File: src/rtl/mac_ctrl.sv
// mac_ctrl: sequencer for a windowed multiply-accumulate job.
// A job runs NUM_WIN windows. Each window issues TAPS operand reads, drains
// the one-cycle buffer latency, then stores the accumulator value.
//
// Ports
//   clk, rst         clock; asynchronous active-low reset
//   start, abort     job request (sampled in IDLE) / synchronous cancel
//   busy, done       job in progress / one-cycle end-of-job pulse
//   rd_en, a_addr,   operand buffer read strobe, kernel address,
//   b_addr           feature address
//   mac_en, mac_clr  accumulate enable / accumulator clear to the datapath
//   acc_in           accumulator value from the datapath
//   result,          captured window sum, its one-cycle qualifier,
//   result_valid,    and the index of the window it belongs to
//   win_idx
//   sat              (MAC_CTRL_SAT_EN only) result was clamped to 255
//
// Build option: define MAC_CTRL_SAT_EN to clamp stored sums above 255.
module mac_ctrl #(
    parameter int unsigned  TAPS    = 4,
    parameter int unsigned  NUM_WIN = 4,
    parameter int unsigned  ADDR_W  = 4,
    localparam int unsigned DATA_W  = 19,
    localparam int unsigned WIN_W   = (NUM_WIN > 1) ? $clog2(NUM_WIN) : 1
) (
    input  logic              clk,
    input  logic              rst,
    input  logic              start,
    input  logic              abort,
    output logic              busy,
    output logic              done,
    output logic              rd_en,
    output logic [ADDR_W-1:0] a_addr,
    output logic [ADDR_W-1:0] b_addr,
    output logic              mac_en,
    output logic              mac_clr,
    input  logic [DATA_W-1:0] acc_in,
    output logic [DATA_W-1:0] result,
    output logic              result_valid,
    output logic [WIN_W-1:0]  win_idx
`ifdef MAC_CTRL_SAT_EN
    ,
    output logic              sat
`endif
);

    localparam int unsigned TAP_W = $clog2(TAPS);

    typedef enum logic [2:0] {
        IDLE  = 3'd0,
        ISSUE = 3'd1,
        DRAIN = 3'd2,
        STORE = 3'd3,
        DONE  = 3'd4
    } state_t;

    state_t             state_q, state_d;
    logic [TAP_W-1:0]   tap_q, tap_d;
    logic [WIN_W-1:0]   win_q, win_d;
    logic               abort_hit;
    logic               store_ok;
    logic               issue_d;
    logic [ADDR_W-1:0]  b_addr_d;
    logic [DATA_W-1:0]  store_val;
`ifdef MAC_CTRL_SAT_EN
    logic               over;
`endif

    // State and counter register
    always_ff @(posedge clk or negedge rst) begin
        if (!rst) begin
            state_q <= IDLE;
            tap_q   <= '0;
            win_q   <= '0;
        end else begin
            state_q <= state_d;
            tap_q   <= tap_d;
            win_q   <= win_d;
        end
    end

    // Next-state, counters and next-cycle output decode
    always_comb begin
        state_d   = state_q;
        tap_d     = tap_q;
        win_d     = win_q;
        abort_hit = 1'b0;
        store_ok  = 1'b0;
        issue_d   = 1'b0;
        b_addr_d  = '0;

        case (state_q)
            IDLE: begin
                if (start) begin
                    state_d = ISSUE;
                    tap_d   = '0;
                    win_d   = '0;
                end
            end
            ISSUE: begin
                if (tap_q == TAP_W'(TAPS - 1)) begin
                    state_d = DRAIN;
                end else begin
                    tap_d = tap_q + TAP_W'(1);
                end
            end
            DRAIN: state_d = STORE;
            STORE: begin
                if (win_q == WIN_W'(NUM_WIN - 1)) begin
                    state_d = DONE;
                end else begin
                    state_d = ISSUE;
                    tap_d   = '0;
                    win_d   = win_q + WIN_W'(1);
                end
            end
            DONE:    state_d = IDLE;
            default: state_d = IDLE;
        endcase

        // Cancel takes priority over every transition, including STORE
        if (abort && (state_q != IDLE)) begin
            state_d   = IDLE;
            tap_d     = '0;
            win_d     = '0;
            abort_hit = 1'b1;
        end

        store_ok = (state_q == STORE) && !abort;
        issue_d  = (state_d == ISSUE);
        b_addr_d = ADDR_W'(32'(win_d) * TAPS + 32'(tap_d));
    end

    // Value loaded into result at STORE
`ifdef MAC_CTRL_SAT_EN
    assign over      = (acc_in > DATA_W'(255));
    assign store_val = over ? DATA_W'(255) : acc_in;
`else
    assign store_val = acc_in;
`endif

    // Registered outputs; decoded from next state so they line up with it
    always_ff @(posedge clk or negedge rst) begin
        if (!rst) begin
            busy         <= 1'b0;
            done         <= 1'b0;
            rd_en        <= 1'b0;
            a_addr       <= '0;
            b_addr       <= '0;
            mac_en       <= 1'b0;
            mac_clr      <= 1'b1;
            result       <= '0;
            result_valid <= 1'b0;
            win_idx      <= '0;
`ifdef MAC_CTRL_SAT_EN
            sat          <= 1'b0;
`endif
        end else begin
            busy         <= (state_d != IDLE);
            done         <= (state_d == DONE);
            rd_en        <= issue_d;
            a_addr       <= issue_d ? ADDR_W'(tap_d) : '0;
            b_addr       <= issue_d ? b_addr_d : '0;
            // models the one-cycle operand buffer read latency
            mac_en       <= rd_en;
            mac_clr      <= (state_d == STORE) || abort_hit;
            result_valid <= store_ok;
            if (store_ok) begin
                result  <= store_val;
                win_idx <= win_q;
            end
`ifdef MAC_CTRL_SAT_EN
            sat          <= store_ok && over;
`endif
        end
    end

endmodule

File: config.mk
export PLATFORM = sky130hd
export DESIGN_NAME = mac_ctrl
export DESIGN_NICKNAME = d
export VERILOG_FILES = /design/src/rtl/mac_ctrl.sv
export SDC_FILE = /design/constraint.sdc
export NUM_CORES = 1
export LEC_CHECK = 0
export BUFFER_PORTS_ARGS = -buffer_cell sky130_fd_sc_hd__buf_2
export CORE_AREA = 2 2 73 57
export DETAILED_ROUTE_END_ITERATION = 12
export DIE_AREA = 0 0 75 59
export PLACE_DENSITY = 0.72
export SYNTH_ARGS = -nofsm -noshare
export SYNTH_HDL_FRONTEND = slang
export SYNTH_SLANG_ARGS = --single-unit
export TNS_END_PERCENT = 20
File: constraint.sdc
create_clock -name clk -period 1.7 [get_ports clk]
set_input_delay 0.255 -clock clk [delete_from_list [all_inputs] [get_ports clk]]
set_output_delay 0.255 -clock clk [all_outputs]
set_load 0.005 [all_outputs]
==> results of run 1 <==
-- how the worst max path moves through the flow --
| stage | endpoint | cells after the start | from | slack (ps) |
|---|---|---|---|---|
| after CTS | b_addr[1] | 5 | state_q[1] | 130 |
| after global routing | b_addr[1] | 5 | state_q[1] | 30 |
| after global placement | b_addr[1] | 5 | state_q[2] | 190 |
| after detailed placement | b_addr[1] | 5 | state_q[1] | 150 |
| after floorplan | result[10] | 5 | state_q[2] | 180 |
| final | b_addr[1] | 5 | state_q[1] | 140 |
-- flip-flops by register name (all words and copies together) (netlist names), 2 cells and up --
| name | flops |
|---|---|
| win_q | 2 |
| result | 19 |
| state_q | 3 |
| tap_q | 2 |
| win_idx | 2 |
| b_addr | 4 |
-- power by group --
group          internal [µW]  switching (µW)  total [µW]
combinational            518             394         911
clock                    291             268         559
sequential              1220             160        1380
total                   2030             821        2850
-- cells by family after synthesis --
group,Yosys count
buffers and inverters,19
muxes,21
and+or+nand+nor,31
other,1
DFF,38
AOI/OAI and AO/OA,13
-- layout make-up --
cell class	instances	area [µm²]	share of cell area, %
sequential	38	952	47.1
clock buffer	8	80.1	3.96
multi-input combinational	67	567	28.0
timing repair buffer	62	328	16.2
inverter	8	30.0	1.49
tap	52	65.1	3.22
-- synth_stat cells, types with 2 or more instances --
master	number	area (µm²)
mux2_2	21	236
nor3_1	2	10.0
nor2b_1	3	18.8
buf_4	5	37.5
a21oi_1	2	10.0
nand3_1	2	10.0
nor2_1	3	11.3
o21a_1	2	15.0
nand2_1	5	18.8
o21ai_0	3	15.0
and3b_1	2	17.5
dfrtp_1	37	926
buf_2	3	15.0
inv_1	8	30.0
nand2b_1	3	18.8
buf_6	2	22.5
-- layer usage --
layer	up-vias	share of wire, %
li1	534	-
met1	531	46
met2	44	47
met3	0	7.3
met4	0	0
met5	-	0
-- worst max-delay path, stage by stage, from the launching register on --
cell	delay (ps)
dfrtp_1	470
buf_4	200
and4_1	180
nor3_2	220
nand4_2	190
and3b_1	240
-- metrics by stage --
step                utilization, %  power, µW
finish                        55.6       2850
floorplan                        -       1900
CTS                           55.6       2900
detailed placement            53.4       2320
global route                  55.6       3050
global placement              53.4       2280
==> results.py, run 1 <==
metrics = {
    "sta": {
        "hold_viol": 0,
        "timing.final.crit_share_pct": 92.0,
        "layout_min_cycle_time_ps": 1560,
        "skew_ps": 3.66,
        "setup_ws_ps": 136,
        "finalSetupViolations": 0,
        "max_freq_mhz": 639,
        "rsz0062_at_grt": "false",
        "drv_slew": 0,
        "whs_ps": 6.45,
        "setup-tns-final_ps": 0,
    },
    "synthesis": {
        "syn_inst": 123,
        "syn_area_um2": 1620,
        "synth_mux_area_share_pct": 14.6,
        "synth_xor_area_share_pct": 0,
        "synth_simple_gate_area_share_pct": 13.1,
        "ys.flop_type": "dfrtp_1",
        "yosys.area_share.adder_pct": 0,
        "ys_types": 36,
        "ys_ff_latch": 38,
        "ys_warn_count": 0,
        "synth_area_per_cell_um2": 13.2,
        "synth_edf_count": 0,
        "synth_top_family_by_area": "multiplexers",
        "synth_compound_area_share_pct": 5.87,
        "synth_seq_area_share_pct": 58.8,
        "async_reset_ff_share_pct": 100,
    },
    "placement": {
        "io_buffers": 55,
        "place_congestion": 0.868,
        "hpwl_um": 2240,
        "dp_slack_ps": 147,
        "dp_cells": 227,
        "placed_cell_area_um2": 1940,
    },
    "setup_path": {
        "reg2reg_from": "state_q[1]",
        "r2r-end": "b_addr[1]",
        "worstPathRequired_ps": 1920,
        "reg2reg_depth": 5,
        "crit_type": "register to register",
        "cp_max_fo": 9,
        "reg2reg_slack_ps": 140,
        "crit_arrival_ps": 1780,
        "cp-start-kind": "register",
        "end_kind": "register",
    },
    "clock_tree": {
        "cts_hold_buf": 0,
        "cts_buffer_depth": 2,
        "cts_root_buf": "clkbuf_8",
        "htreeDepth": 2,
        "postCtsResizedCells": 0,
        "cts_setup_buffers": 0,
        "clk_pin_slew_ps": 70,
        "numClockSinks": 38,
        "numCtsBuffers": 5,
        "clock_latency_ps": 270,
        "tritoncts": "done",
    },
    "layout": {
        "fin_nets": 205,
        "mostFrequentLayoutCell": "buf_2",
        "area_growth_pct": 24.9,
        "layout_common_cells": "buf_2 (55), dfrtp_1 (37), mux2_2 (21)",
        "final_cell_count_no_fill": 235,
        "final_layout_size_suffix_gt1_share_pct": 51.4,
        "fin_area_um2": 2020,
        "diodes": 0,
        "n_fill_cell": 327,
    },
    "die": {
        "num_rows": 19,
        "die_h_um": 59,
        "dieArea_um2": 4430,
        "start_util_pct": 44.5,
        "design.core.area_um2": 3640,
        "io_pins": 58,
        "die_w_um": 75,
    },
    "pwr": {
        "p_per_area_nw_per_um2": 1410,
        "vdd_drop_max_mv": 0.899,
        "p_leak_uw": 0.00110,
    },
    "drt": {
        "wl_per_cell_um": 12.6,
        "drt_iter0_markers": 28,
        "wl_um": 2950,
        "firstDrtPassIters": 4,
        "final_antenna_net_count": 0,
        "drc_errors": 0,
        "vias": 1109,
        "via_per_inst": 4.72,
    },
    "grt": {
        "gr-usage-met1_pct": 17.7,
        "overflow": 0,
        "grt_usage_pct": 14.2,
        "antenna_found_initial": 0,
        "met3_usage_pct": 4.93,
        "top_usage_layer": "met2",
        "grt_pass1_wl_um": 4650,
        "grtUsageMet2_pct": 23.7,
        "grt_max_degree": 39,
        "grt_pass1_vias": 1067,
    },
    "flow_run": {
        "max-cap-violations": 0,
    },
    "worst_hold_path": {
        "hold_class": "primary input to asynchronous set/reset pin",
    },
    "status": {
        "status": "finished clean",
    },
}
No activity file was read; power rests on OpenSTA's default activity.
==> run 2: changes to the inputs <==
--- a/config.mk
+++ b/config.mk
@@ -6,10 +6,13 @@
 export NUM_CORES = 1
 export LEC_CHECK = 0
 export BUFFER_PORTS_ARGS = -buffer_cell sky130_fd_sc_hd__buf_2
-export CORE_AREA = 2 2 73 57
+export CAP_MARGIN = 40
+export CELL_PAD_IN_SITES_DETAIL_PLACEMENT = 1
+export CELL_PAD_IN_SITES_GLOBAL_PLACEMENT = 1
+export CORE_AREA = 2 2 79 62
 export DETAILED_ROUTE_END_ITERATION = 12
-export DIE_AREA = 0 0 75 59
-export PLACE_DENSITY = 0.72
+export DIE_AREA = 0 0 81 64
+export PLACE_DENSITY_LB_ADDON = 0.1
 export SYNTH_ARGS = -nofsm -noshare
 export SYNTH_HDL_FRONTEND = slang
 export SYNTH_SLANG_ARGS = --single-unit
==> run 2 against run 1 <==
  * Power rose by 14%
  * Worst hold slack better by 6.2 ps
  * Die area grew 17%
  * Global-route usage up 0.83 points
  * Register-to-register slack got worse by 40 ps
  * Core utilization down 7.2 points
  * Via count grew 3.6%
  * Wire length grew 18%
  * Cell area rose by 4.5%
  * Worst setup slack worse by 45 ps
  * First-iteration DRC count up 89%
  * Final cell count grew 2.6%
==> results.py, run 2 (same netlist as run 1, synthesis figures left out) <==
metrics = {
    "status": {
        "status": "finished clean",
    },
    "pwr": {
        "swShare_pct": 27.2,
        "pwr-share-seq_pct": 42.5,
        "vdd_drop_max_mv": 0.600,
        "p_comb_share_pct": 28.6,
        "p_leak_uw": 0.00114,
        "fin_total_pwr_uw": 3250,
        "p_int_uw": 2360,
        "clkPwrFrac_pct": 28.9,
        "switchingPower_uw": 882,
        "p_per_area_nw_per_um2": 1540,
    },
    "drt": {
        "final_antenna_net_count": 0,
        "via_per_inst": 4.77,
        "firstDrtPassIters": 3,
        "vias": 1149,
        "drc_errors": 0,
        "drt_iter0_markers": 53,
        "wl_per_cell_um": 14.5,
        "wl_um": 3490,
    },
    "grt": {
        "grt_max_degree": 39,
        "grt_pass1_vias": 1247,
        "grt_usage_pct": 15.0,
        "overflow": 0,
        "antenna_found_initial": 0,
        "grt_pass1_wl_um": 5820,
    },
    "placement": {
        "hpwl_um": 2640,
        "io_buffers": 55,
        "place_congestion": 0.790,
        "placed_cell_area_um2": 1970,
    },
    "sta": {
        "rsz0062_at_grt": "false",
        "timing.final.crit_share_pct": 94.6,
        "drv_slew": 0,
        "layout_min_cycle_time_ps": 1610,
        "hold_viol": 0,
        "setup-tns-final_ps": 0,
        "max_freq_mhz": 622,
        "skew_ps": 3.49,
        "finalSetupViolations": 0,
    },
    "layout": {
        "layout_common_cells": "buf_2 (55), dfrtp_1 (36), mux2_2 (21)",
        "regMostFlops": "result",
        "diodes": 0,
        "n_fill_cell": 492,
        "area_growth_pct": 30.4,
        "mostFrequentLayoutCell": "buf_2",
        "largest_reg_flops": 19,
        "fin_area_um2": 2110,
        "fin_nets": 206,
        "reg_top3": "result x19, b_addr x4, state_q x3",
        "final_layout_size_suffix_gt1_share_pct": 53.8,
    },
    "die": {
        "num_rows": 21,
        "design.core.area_um2": 4360,
        "io_pins": 58,
        "dieArea_um2": 5180,
        "start_util_pct": 37.1,
        "die_h_um": 64,
        "die_w_um": 81,
    },
    "setup_path": {
        "end_kind": "register",
        "cp-start-kind": "register",
        "worstPathRequired_ps": 1870,
        "reg2reg_slack_ps": 90,
        "crit_type": "register to register",
        "cp_max_fo": 8,
        "crit_arrival_ps": 1780,
    },
    "clock_tree": {
        "htreeDepth": 2,
        "numClockSinks": 38,
        "numCtsBuffers": 5,
        "cts_hold_buf": 0,
        "clock_latency_ps": 280,
        "clk_pin_slew_ps": 70,
        "tritoncts": "done",
        "cts_buffer_depth": 2,
        "cts_root_buf": "clkbuf_8",
    },
    "worst_hold_path": {
        "hold_class": "primary input to asynchronous set/reset pin",
    },
    "flow_run": {
        "max-cap-violations": 0,
    },
}
## run 2: routing by layer
metal	global-route usage (%)	up-vias	part of all wire, %
li1	-	533	-
met1	18.2	569	43
met2	24.9	40	49
met3	4.66	7	6.0
met4	5.93	0	1.5
met5	0	-	0
## run 2: layout make-up
class	count	area (µm²)	share of cell area (%)
Multi-Input combinational cell	67	567	26.8
Tap cell	57	71.3	3.38
Timing Repair Buffer	63	348	16.5
Sequential cell	38	953	45.1
Inverter	8	30.0	1.42
Clock inverter	2	60.1	2.84
Clock buffer	6	82.6	3.91
## run 2: worst paths after layout
kind | end | startpoint | depth (start not counted)
min in group clk | result[2] | acc_in[2] | 2
max in group asynchronous | state_q[1] | rst | 2
max | b_addr[3] | state_q[2] | 5
max reg2reg | b_addr[3] | state_q[2] | 5
min | tap_q[0] | rst | 2
min reg2reg | mac_en | rd_en | 0
## run 2: timing repair
item / 4_1_cts / 5_1_grt
buffers inserted: 0 / 0
endpoints found under the setup margin: 0 / 15
gates resized for setup: 0 / 1
## run 2: critical path, cell delays in order (launching register included)
cell and delay (ps):
dfrtp_1 410, buf_4 180, or3b_1 410, o21a_1 230, o21a_1 120, nor2b_1 140
## run 2: through the flow
stage | util, % | instances | hold slack [ps] | setup WS (ps)
global placement | 45.1 | 233 | 325 | 118
detailed placement | 45.1 | 233 | 333 | 39.0
CTS | 48.4 | 241 | 26.1 | 25.6
finish | 48.4 | 241 | 12.6 | 91.3
global route | 48.4 | 241 | 46.6 | 24.1
floorplan | - | 124 | -40.6 | 177
## run 2: power by group through the flow
| stage | combinational [µW] | clock (µW) | sequential, µW |
|---|---|---|---|
| final | 929 | 937 | 1380 |
| after global routing | 1050 | 1000 | 1440 |
| after CTS | 952 | 959 | 1390 |
| after detailed placement | 951 | 0 | 1410 |
| after global placement | 914 | 0 | 1380 |
| after floorplan | 492 | 0 | 1410 |
